==> src/rtl/gomoku_pkg.sv <==
// Shared Gomoku types and helpers, common to the board controller and the pixel generator.
package gomoku_pkg;

  localparam int BOARD_N = 6;
  localparam int CELLS   = BOARD_N * BOARD_N;

  typedef enum logic [1:0] {
    EMPTY = 2'b00,
    BLACK = 2'b01,
    WHITE = 2'b10
  } cell_t;

  typedef enum logic [1:0] {
    DIR_H = 2'b00,
    DIR_V = 2'b01,
    DIR_D = 2'b10,
    DIR_A = 2'b11
  } dir_t;

  // Per-axis unit step: 00 stay, 01 plus one, 11 minus one.
  typedef logic [1:0] delta_t;
  localparam delta_t D_ZERO  = 2'b00;
  localparam delta_t D_PLUS  = 2'b01;
  localparam delta_t D_MINUS = 2'b11;

  typedef logic [BOARD_N-1:0][BOARD_N-1:0][1:0] board_t;

  function automatic delta_t row_delta(input dir_t d);
    case (d)
      DIR_H:   row_delta = D_ZERO;
      default: row_delta = D_PLUS;
    endcase
  endfunction

  function automatic delta_t col_delta(input dir_t d);
    case (d)
      DIR_H:   col_delta = D_PLUS;
      DIR_V:   col_delta = D_ZERO;
      DIR_D:   col_delta = D_PLUS;
      DIR_A:   col_delta = D_MINUS;
      default: col_delta = D_ZERO;
    endcase
  endfunction

  function automatic delta_t delta_neg(input delta_t d);
    case (d)
      D_PLUS:  delta_neg = D_MINUS;
      D_MINUS: delta_neg = D_PLUS;
      default: delta_neg = D_ZERO;
    endcase
  endfunction

  // True when stepping coordinate p by d stays on the board.
  function automatic logic coord_ok(input logic [2:0] p, input delta_t d);
    case (d)
      D_PLUS:  coord_ok = (p < 3'(BOARD_N - 1));
      D_MINUS: coord_ok = (p != 3'd0);
      default: coord_ok = 1'b1;
    endcase
  endfunction

  function automatic logic [2:0] coord_step(input logic [2:0] p, input delta_t d);
    case (d)
      D_PLUS:  coord_step = p + 3'd1;
      D_MINUS: coord_step = p - 3'd1;
      default: coord_step = p;
    endcase
  endfunction

  function automatic cell_t colour_of(input logic player);
    colour_of = player ? WHITE : BLACK;
  endfunction

endpackage

==> src/rtl/gomoku_run_scanner.sv <==
// Counts the run of same-colour stones through one cell along one line,
// walking one cell per cycle outward, first in the positive then the negative sense.
module gomoku_run_scanner
  import gomoku_pkg::*;
#(
  parameter int WIN_LEN = 4
) (
  input  logic       clk,
  input  logic       rst,
  input  logic       clear,
  input  logic       start,
  input  logic [2:0] start_row,
  input  logic [2:0] start_col,
  input  dir_t       dir,
  input  cell_t      colour,
  input  board_t     board,
  output logic       done,
  output logic [2:0] run
);

  logic       busy_r;
  logic       neg_phase_r;
  logic       done_r;
  logic [2:0] run_r;
  logic [2:0] pos_row_r;
  logic [2:0] pos_col_r;
  logic [2:0] neg_row_r;
  logic [2:0] neg_col_r;
  delta_t     drow_r;
  delta_t     dcol_r;
  cell_t      colour_r;

  delta_t     ndrow_s;
  delta_t     ndcol_s;
  logic [2:0] pos_next_row_s;
  logic [2:0] pos_next_col_s;
  logic [2:0] neg_next_row_s;
  logic [2:0] neg_next_col_s;
  logic       pos_ok_s;
  logic       neg_ok_s;
  logic       at_max_s;

  // Bounds-check and colour-match the next cell on each side of the run.
  always_comb begin
    ndrow_s        = delta_neg(drow_r);
    ndcol_s        = delta_neg(dcol_r);
    pos_next_row_s = coord_step(pos_row_r, drow_r);
    pos_next_col_s = coord_step(pos_col_r, dcol_r);
    neg_next_row_s = coord_step(neg_row_r, ndrow_s);
    neg_next_col_s = coord_step(neg_col_r, ndcol_s);
    at_max_s       = (run_r == 3'(WIN_LEN));
    pos_ok_s       = 1'b0;
    neg_ok_s       = 1'b0;
    if (coord_ok(pos_row_r, drow_r) && coord_ok(pos_col_r, dcol_r)) begin
      pos_ok_s = (board[pos_next_row_s][pos_next_col_s] == colour_r);
    end else begin
      pos_ok_s = 1'b0;
    end
    if (coord_ok(neg_row_r, ndrow_s) && coord_ok(neg_col_r, ndcol_s)) begin
      neg_ok_s = (board[neg_next_row_s][neg_next_col_s] == colour_r);
    end else begin
      neg_ok_s = 1'b0;
    end
  end

  // Stepping sequencer: load, step while the run continues, then pulse done.
  always_ff @(posedge clk) begin
    if (rst || clear) begin
      busy_r      <= 1'b0;
      neg_phase_r <= 1'b0;
      done_r      <= 1'b0;
      run_r       <= 3'd0;
      pos_row_r   <= 3'd0;
      pos_col_r   <= 3'd0;
      neg_row_r   <= 3'd0;
      neg_col_r   <= 3'd0;
      drow_r      <= D_ZERO;
      dcol_r      <= D_ZERO;
      colour_r    <= EMPTY;
    end else if (start) begin
      busy_r      <= 1'b1;
      neg_phase_r <= 1'b0;
      done_r      <= 1'b0;
      run_r       <= 3'd1;
      pos_row_r   <= start_row;
      pos_col_r   <= start_col;
      neg_row_r   <= start_row;
      neg_col_r   <= start_col;
      drow_r      <= row_delta(dir);
      dcol_r      <= col_delta(dir);
      colour_r    <= colour;
    end else if (busy_r) begin
      if (at_max_s) begin
        busy_r <= 1'b0;
        done_r <= 1'b1;
      end else if (!neg_phase_r && pos_ok_s) begin
        pos_row_r <= pos_next_row_s;
        pos_col_r <= pos_next_col_s;
        run_r     <= run_r + 3'd1;
        done_r    <= 1'b0;
      end else if (neg_ok_s) begin
        neg_row_r   <= neg_next_row_s;
        neg_col_r   <= neg_next_col_s;
        neg_phase_r <= 1'b1;
        run_r       <= run_r + 3'd1;
        done_r      <= 1'b0;
      end else begin
        busy_r <= 1'b0;
        done_r <= 1'b1;
      end
    end else begin
      done_r <= 1'b0;
    end
  end

  assign done = done_r;
  assign run  = run_r;

endmodule

==> src/rtl/gomoku_board_ctrl.sv <==
// Gomoku board controller: accepts alternating moves, stores the 6x6 board
// and runs a four-direction win check after every stone.
module gomoku_board_ctrl
  import gomoku_pkg::*;
#(
  parameter int WIN_LEN = 4
) (
  input  logic            clk,
  input  logic            rst,
  input  logic            new_game,
  input  logic [1:0]      req_valid,
  output logic [1:0]      req_ready,
  input  logic [1:0][2:0] req_row,
  input  logic [1:0][2:0] req_col,
  output board_t          board,
  output logic            turn,
  output logic            move_reject,
  output logic [5:0]      move_count,
  output logic            game_over,
  output logic [1:0]      winner
);

  typedef enum logic [1:0] {
    WAIT  = 2'b00,
    CHECK = 2'b01,
    OVER  = 2'b10
  } state_t;

  state_t     state_r;
  board_t     board_r;
  logic       turn_r;
  logic       move_reject_r;
  logic [5:0] move_count_r;
  logic       game_over_r;
  logic [1:0] winner_r;
  dir_t       dir_r;
  logic [2:0] row_r;
  logic [2:0] col_r;
  cell_t      mover_colour_r;

  logic [2:0] sel_row_s;
  logic [2:0] sel_col_s;
  logic       hs_s;
  logic       in_range_s;
  logic       cell_empty_s;
  logic       legal_s;
  logic       scan_start_s;
  dir_t       scan_dir_s;
  logic [2:0] scan_row_s;
  logic [2:0] scan_col_s;
  cell_t      scan_colour_s;
  logic       scan_done_s;
  logic [2:0] scan_run_s;
  logic       scan_win_s;

  // Handshake and legality of the current player's request.
  always_comb begin
    req_ready = 2'b00;
    if ((state_r == WAIT) && !new_game && !rst) begin
      req_ready[turn_r] = 1'b1;
    end else begin
      req_ready = 2'b00;
    end
    sel_row_s    = req_row[turn_r];
    sel_col_s    = req_col[turn_r];
    hs_s         = req_valid[turn_r] && req_ready[turn_r];
    in_range_s   = (sel_row_s <= 3'(BOARD_N - 1)) && (sel_col_s <= 3'(BOARD_N - 1));
    cell_empty_s = 1'b0;
    if (in_range_s) begin
      cell_empty_s = (board_r[sel_row_s][sel_col_s] == EMPTY);
    end else begin
      cell_empty_s = 1'b0;
    end
    legal_s = hs_s && in_range_s && cell_empty_s;
  end

  // Scanner launch: first direction on the accepting edge, the next one as each finishes.
  always_comb begin
    scan_win_s = scan_done_s && (scan_run_s == 3'(WIN_LEN));
    if (state_r == WAIT) begin
      scan_start_s  = legal_s;
      scan_dir_s    = DIR_H;
      scan_row_s    = sel_row_s;
      scan_col_s    = sel_col_s;
      scan_colour_s = colour_of(turn_r);
    end else begin
      scan_start_s  = (state_r == CHECK) && scan_done_s && !scan_win_s && (dir_r != DIR_A);
      scan_dir_s    = dir_t'(dir_r + 2'd1);
      scan_row_s    = row_r;
      scan_col_s    = col_r;
      scan_colour_s = mover_colour_r;
    end
  end

  gomoku_run_scanner #(
    .WIN_LEN (WIN_LEN)
  ) u_scanner (
    .clk       (clk),
    .rst       (rst),
    .clear     (new_game),
    .start     (scan_start_s),
    .start_row (scan_row_s),
    .start_col (scan_col_s),
    .dir       (scan_dir_s),
    .colour    (scan_colour_s),
    .board     (board_r),
    .done      (scan_done_s),
    .run       (scan_run_s)
  );

  // Game FSM with registered board and status outputs.
  always_ff @(posedge clk) begin
    if (rst || new_game) begin
      state_r        <= WAIT;
      board_r        <= {(2 * CELLS){1'b0}};
      turn_r         <= 1'b0;
      move_reject_r  <= 1'b0;
      move_count_r   <= 6'd0;
      game_over_r    <= 1'b0;
      winner_r       <= 2'b00;
      dir_r          <= DIR_H;
      row_r          <= 3'd0;
      col_r          <= 3'd0;
      mover_colour_r <= EMPTY;
    end else begin
      move_reject_r <= 1'b0;
      case (state_r)
        WAIT: begin
          if (legal_s) begin
            board_r[sel_row_s][sel_col_s] <= colour_of(turn_r);
            move_count_r   <= move_count_r + 6'd1;
            row_r          <= sel_row_s;
            col_r          <= sel_col_s;
            mover_colour_r <= colour_of(turn_r);
            dir_r          <= DIR_H;
            state_r        <= CHECK;
          end else if (hs_s) begin
            move_reject_r <= 1'b1;
          end
        end
        CHECK: begin
          if (scan_done_s) begin
            if (scan_win_s) begin
              state_r     <= OVER;
              game_over_r <= 1'b1;
              winner_r    <= mover_colour_r;
            end else if (dir_r != DIR_A) begin
              dir_r <= dir_t'(dir_r + 2'd1);
            end else if (move_count_r == 6'(CELLS)) begin
              state_r     <= OVER;
              game_over_r <= 1'b1;
              winner_r    <= 2'b00;
            end else begin
              turn_r  <= ~turn_r;
              state_r <= WAIT;
            end
          end
        end
        OVER: begin
          game_over_r <= 1'b1;
        end
        default: begin
          state_r <= WAIT;
        end
      endcase
    end
  end

  assign board       = board_r;
  assign turn        = turn_r;
  assign move_reject = move_reject_r;
  assign move_count  = move_count_r;
  assign game_over   = game_over_r;
  assign winner      = winner_r;

endmodule

==> config.mk <==
export PLATFORM = sky130hd
export DESIGN_NAME = gomoku_board_ctrl
export DESIGN_NICKNAME = d
export VERILOG_FILES = /design/src/rtl/gomoku_pkg.sv /design/src/rtl/gomoku_run_scanner.sv /design/src/rtl/gomoku_board_ctrl.sv
export SDC_FILE = /design/constraint.sdc
export NUM_CORES = 1
export LEC_CHECK = 0
export CAP_MARGIN = 25
export CORE_MARGIN = 2
export CORE_UTILIZATION = 45
export DETAILED_ROUTE_END_ITERATION = 10
export PLACE_DENSITY = 0.67
export SLEW_MARGIN = 20
export SYNTH_ARGS = -nofsm -noshare
export SYNTH_HDL_FRONTEND = slang
export SYNTH_SLANG_ARGS = --single-unit
==> constraint.sdc <==
create_clock -name clk -period 7 [get_ports clk]
set_clock_uncertainty 0.15 [all_clocks]
set_input_delay 1.4 -clock clk [delete_from_list [all_inputs] [get_ports clk]]
set_output_delay 1.4 -clock clk [all_outputs]
set_load 0.02 [all_outputs]
Yosys cells after proc, flatten, opt, wreduce, memory -nomap -nowiden

Cells that the tools add are included.

Input port bits: 17
Output and inout bits: 85
Register bits after elaboration: 119
Logic and storage cells: 272

Multiplexer cells: 100
$add $sub $neg: 11
Reduce and logical (&&, ||, !) cells: 51
Bitwise logic cells: 9
Eq/ne operators: 27
$lt $le $gt $ge: 16

Operators by type and width:

| kind                                                                  | number |
|---|---|
| 12-bit binary-select mux with 3-bit select                            | 3 |
| 3-bit two-way mux                                                     | 26 |
| 72-bit bitwise mux                                                    | 1 |
| 12-bit two-way mux                                                    | 4 |
| 2-bit two-way mux                                                     | 20 |
| 12-bit demux with 3-bit select                                        | 1 |
| 1-bit two-way mux                                                     | 26 |
| 3-bit by 4-bit < comparator with 1-bit output, second input constant  | 6 |
| 3-bit case mux with 2 select lines                                    | 4 |
| 4-bit AND reduction                                                   | 5 |
| 2-bit binary-select mux with 3-bit select                             | 3 |
| 1-bit logical AND                                                     | 16 |
| 3-bit by 1-bit adder with 3-bit output, second input constant         | 5 |
| 3-bit nonzero test                                                    | 5 |
| 2-bit equality test, second input constant                            | 7 |
| 2-bit nonzero test                                                    | 7 |
| 2-bit by 1-bit equality test with 1-bit output, second input constant | 6 |
| 3-bit < comparator, second input constant                             | 4 |
| 2-bit inequality test, second input constant                          | 6 |
| 2-bit case mux with 2 select lines                                    | 3 |
| 2-bit case mux with 3 select lines                                    | 2 |
| 3-bit by 1-bit subtractor with 3-bit output, second input constant    | 4 |
| 1-bit case mux with 2 select lines                                    | 5 |
| 5-bit AND reduction                                                   | 2 |
| other kinds (22)                                                      | 43 |

Logic depth before layout (Yosys ltp)

Depth in word-level cells: 15
Mapped depth: 19
Gate-level depth less buffers: 14

Cells and area by module

Synthesis repeated with hierarchy kept, for this count alone.

Cell total of the unflattened synthesis: 1040
Area total of the unflattened synthesis: 8648.3 um2

By module, submodules not included:

| module             | sequential area each (um2) | cells each | area an instance (um2) | instances |
|---|---|---|---|---|
| gomoku_board_ctrl  | 1901.8                     | 536        | 4342.9                 | 1 |
| gomoku_run_scanner | 460.4                      | 504        | 4305.4                 | 1 |

Worst setup path after synthesis

Ideal clock, no wire load.

Path type: reg2reg
Start point: register u_scanner.drow_r[0]
End point: register u_scanner.neg_col_r[0]
Slack: 2.611 ns
Arrival: 4.112 ns
Path buffers: 6
Required time: 6.723 ns
Stages on the path, launching flop included: 20
Library setup time: 0.127 ns
Cells stage by stage: dfxtp_1 -> buf_4 -> buf_2 -> inv_2 -> buf_2 -> fa_1 -> nor2b_1 -> buf_2 -> buf_2 -> a21oi_1 -> mux4_2 -> a221oi_1 -> a211oi_1 -> o31ai_1 -> xor2_1 -> nor4b_4 -> o211a_1 -> buf_6 -> mux2i_1 -> or3_1

Longest elaborated chain between the ends: 12

RTL lines:

| what                                                                                         | line                                                 | text |
|---|---|---|
| start, declared                                                                              | gomoku_run_scanner.sv:29                             | `delta_t drow_r;` |
| start signal, assigned                                                                       | gomoku_run_scanner.sv:89                             | `drow_r <= row_delta(dir);` |
| 2-bit equality test / 2-bit by 1-bit equality test with 1-bit output (equally long branches) | gomoku_pkg.sv:46, gomoku_pkg.sv:55, gomoku_pkg.sv:63 |  |
| 2-bit case mux with 2 select lines                                                           | gomoku_pkg.sv:46                                     | `case (d)` |
| 2-bit equality test / 2-bit by 1-bit equality test with 1-bit output (equally long branches) | gomoku_pkg.sv:55, gomoku_pkg.sv:63                   |  |
| 3-bit case mux with 2 select lines                                                           | gomoku_pkg.sv:63                                     | `case (d)` |
| 12-bit binary-select mux with 3-bit select                                                   | gomoku_run_scanner.sv:60                             | `neg_ok_s = (board[neg_next_row_s][neg_next_col_s] == colour_r);` |
| 12-bit two-way mux (implied by the code)                                                     | gomoku_run_scanner.sv:60                             |  |
| 2-bit binary-select mux with 3-bit select                                                    | gomoku_run_scanner.sv:60                             |  |
| 2-bit two-way mux (implied by the code)                                                      | gomoku_run_scanner.sv:60                             |  |
| 2-bit equality test                                                                          | gomoku_run_scanner.sv:60                             |  |
| 1-bit two-way mux                                                                            | gomoku_run_scanner.sv:59                             | `if (coord_ok(neg_row_r, ndrow_s) && coord_ok(neg_col_r, ndcol_s)) begin` |
| 2-bit nonzero test (no line)                                                                 | n/a                                                  |  |
| 4-bit AND reduction (no line) (*)                                                            | n/a                                                  |  |
| end signal, assigned                                                                         | gomoku_run_scanner.sv:88                             | `neg_col_r <= start_col;` |
| end signal, assigned                                                                         | gomoku_run_scanner.sv:103                            | `neg_col_r <= neg_next_col_s;` |
| end, declared                                                                                | gomoku_run_scanner.sv:28                             | `logic [2:0] neg_col_r;` |

Every way passes the cells marked *; elsewhere a longest branch is shown, timed or not. The select of a mux whose other input is x is not followed.
A chain may end at the register's enable or synchronous reset.

Worst setup path after layout

Start point: register u_scanner.dcol_r[0]
End point: register u_scanner.neg_col_r[0]

Longest elaborated chain between the ends: 10

RTL lines:

| what                                                                                         | line                                                 | text |
|---|---|---|
| start, declared                                                                              | gomoku_run_scanner.sv:30                             | `delta_t dcol_r;` |
| start signal, assigned                                                                       | gomoku_run_scanner.sv:90                             | `dcol_r <= col_delta(dir);` |
| 2-bit equality test / 2-bit by 1-bit equality test with 1-bit output (equally long branches) | gomoku_pkg.sv:46, gomoku_pkg.sv:55, gomoku_pkg.sv:63 |  |
| 2-bit case mux with 2 select lines                                                           | gomoku_pkg.sv:46                                     |  |
| 2-bit equality test / 2-bit by 1-bit equality test with 1-bit output (equally long branches) | gomoku_pkg.sv:55, gomoku_pkg.sv:63                   |  |
| 3-bit case mux with 2 select lines                                                           | gomoku_pkg.sv:63                                     |  |
| 2-bit binary-select mux with 3-bit select                                                    | gomoku_run_scanner.sv:60                             |  |
| 2-bit two-way mux (implied by the code)                                                      | gomoku_run_scanner.sv:60                             |  |
| 2-bit equality test                                                                          | gomoku_run_scanner.sv:60                             |  |
| 1-bit two-way mux                                                                            | gomoku_run_scanner.sv:59                             |  |
| 2-bit nonzero test (no line)                                                                 | n/a                                                  |  |
| 4-bit AND reduction (no line)                                                                | n/a                                                  |  |

Parallel ways exist; a longest one is shown, timed or not. The select of a mux whose other input is x is not followed.

==> metrics.csv <==
metric;value;unit
crit path launch type;flip-flop;
via count;8157;
register area share after synthesis;0.298;
Slew @ Worst Pin;985;ps
Worst Setup Path Type;flip-flop to flip-flop;
die area;18700;µm²
asr flop ratio synth;0;
Final WS setup;1830;ps
Via density;6.47;
Fin Hold WS;306;ps
Max clock buf depth;2;
top_reg_cell synth;dfxtp_1;
fin crit share;0.739;
Synth area leaders;dfxtp_1 30%, mux4_2 11%, a21oi_1 8.9%;
fillers;1557;
critical path peak fanout;11;
Placer Congestion;0.970;
Inserted Clock Buffers;17;
drt wl/cell;22.7;µm
Overflow after GRT;0;
chip height;137;µm
Final Max Slew Viols;0;
Top Ports;102;
row cnt;48;
Yosys warning total;0;
critical-path cell list;inv_1 -> nor2_1 -> fa_1 -> mux2i_1 -> mux4_2 -> mux2_2 -> a21oi_1 -> nor2_1 -> a32oi_1 -> xnor2_1 -> nor4b_4 -> o211a_1 -> mux2i_1 -> or3_1;
CTS root buffer;clkbuf_16;
total track usage;0.313;
PwrDens;173;nW/µm²
Pre-Repair DR Iteration Count;6;
Area growth syn-to-layout;21.9;%
biggest cell delay along the critical path;690;ps
adder-cell share of the synthesized area;0.0234;
mux share of post-synthesis cell area;0.167;
Starting Density;0.460;
Post-Syn Area;7930;µm²
Cells after Synth;960;
# nets final;1053;
post-route setup TNS;0;ps
clock-pin slew on the worst setup and hold paths;60;ps
Syn Nets;990;
initial DRC count;973;
LEAKAGE;0.00319;µW
share of cells above drive strength 1;0.114;
total area of sequential cells;2360;µm²
n_diodes;0;
worst path arrival time;5330;ps
synth cell count leaders;141 x a21oi_1, 138 x nor2_1, 118 x dfxtp_1, 56 x nand2_1, 43 x nor3_1;
largest delay contributor family on the critical path;multiplexers;
CP max-delay cell;dfxtp_1;
antenna-violating nets left;0;
Final Hold Vio Count;0;
RSZ-0062 raised after global routing;false;
first-pass GRT wire length;44100;µm
worst slack, placed;1650;ps
Post-synth EDFFs;0;
Core Util, Final;0.561;
Setup Fix Bufs, Post-CTS;0;
Buffers on Ports;101;
complex-gate fraction of the synthesized area;0.218;
Worst Hold Class;flip-flop to flip-flop;
Worst Path Required;7160;ps
# DRC;0;
Simple-Gate Fraction of Synth Area;0.209;
vias in the first global route;7419;
syn avg cell area;8.26;µm²
Power, Total;1670;µW
Max VDD drop;0.177;mV
status;completed;
minimum clock period;5170;ps
largest family of logic cells by synthesized area;compound AO/OA/AOI/OAI gates;
# setup viols final;0;
clock sinks;118;
largest net degree at the start of global routing;104;
final wirelength;28600;µm
post-synth cell types;75;
Post-Synth XOR/XNOR Area;0.0327;
CTS tree;yes;
PostCTS Resize Cnt;0;
initial antenna violation count;0;
Critical Path End Type;flip-flop;
CTS Hold Bufs;0;
post-synthesis register bit count;118;
f_max;0.193;GHz
most common cell in the netlist;a21oi_1;
dpl hpwl;19500;µm
relative slew slack;0.338;
Core Box Area;17200;µm²
max-cap violations;0;
htree depth;4;
Yosys top cell area share;0.298;
WP buf/inv;1;
multi-input logic area;5180;µm²
Die Width;137;µm
latest clock arrival within the worst-skew pair;430;ps
cell taking the most area after synthesis;dfxtp_1;
-- worst paths after layout --
kind | slack [ps] | startpoint | depth (start not counted) | endpoint
max reg2reg | 1830 | u_scanner.dcol_r[0]$_SDFFE_PP0P_ | 14 | u_scanner.neg_col_r[0]$_SDFFE_PP0P_
min | 310 | winner[0]$_SDFFE_PP0P_ | 2 | winner[0]$_SDFFE_PP0P_
max | 1830 | u_scanner.dcol_r[0]$_SDFFE_PP0P_ | 14 | u_scanner.neg_col_r[0]$_SDFFE_PP0P_
min reg2reg | 310 | winner[0]$_SDFFE_PP0P_ | 2 | winner[0]$_SDFFE_PP0P_
-- logic make-up after synthesis --
| logic type | count (synthesis) |
|---|---|
| xor+xnor | 27 |
| flops | 118 |
| mux | 83 |
| simple gates | 344 |
| fa+ha+maj | 13 |
| compound gates | 282 |
| buf+inv | 93 |
-- worst reg2reg max path, delay by kind of cell (launching register included) --
family | cells | cell delay (ps)
compound gates | 3 | 820
xor+xnor | 1 | 140
fa+ha+maj | 1 | 400
buf+inv | 1 | 240
flops | 1 | 690
mux | 4 | 1650
simple gates | 4 | 950
-- metrics by stage --
step | cell area [µm²] | std cells
final | 9660 | 1261
after CTS | 9620 | 1259
after detailed placement | 9020 | 1227
after global placement | 9010 | 1227
after floorplan | 7930 | 960
after global routing | 9660 | 1261
-- metal layers --
metal | wire length, µm | GRT usage
met1 | 11900 | 0.436
met4 | 1020 | 0.126
met3 | 3170 | 0.0822
met5 | 0 | 0
met2 | 12500 | 0.461
-- cell usage in the layout, fill, tap and decap left out, types with 25 or more instances in the layout --
master	n
a21oi_1	141
nor2_1	138
dfxtp_1	117
clkdlybuf4s50_1	101
nand2_1	56
nor3_1	42
mux4_2	38
mux2i_1	31
o21ai_0	31
nor2b_1	25
-- flip-flops by register name, summed over array words and instances, names as in the netlist --
name and count:
u_scanner.neg_phase_r 1, turn 1, move_reject 1, u_scanner.busy_r 1
board 72, col_r 3, u_scanner.pos_col_r 3, u_scanner.pos_row_r 3
winner 2, u_scanner.dcol_r 2, u_scanner.done 1, mover_colour_r 2
game_over 1, u_scanner.neg_row_r 3, row_r 3, u_scanner.colour_r 2
dir_r 2, u_scanner.neg_col_r 3, u_scanner.drow_r 1, state_r 2
u_scanner.run 3, move_count 6
-- cell type report --
class,instances,share of cell area
Clock buffer,20,0.0462
Multi-Input combinational cell,749,0.536
Inverter,17,0.00660
Sequential cell,118,0.245
Clock inverter,12,0.0157
Tap cell,225,0.0291
Timing Repair Buffer,120,0.122
-- power breakdown --
| part | switching, µW | internal (µW) | leakage [µW] |
|---|---|---|---|
| clock network | 325 | 568 | 0.000291 |
| registers | 3.26 | 674 | 0.000951 |
| logic | 67.1 | 37.8 | 0.00195 |
| total | 395 | 1280 | 0.00319 |
Note: power is estimated with default switching activity, not from simulation.
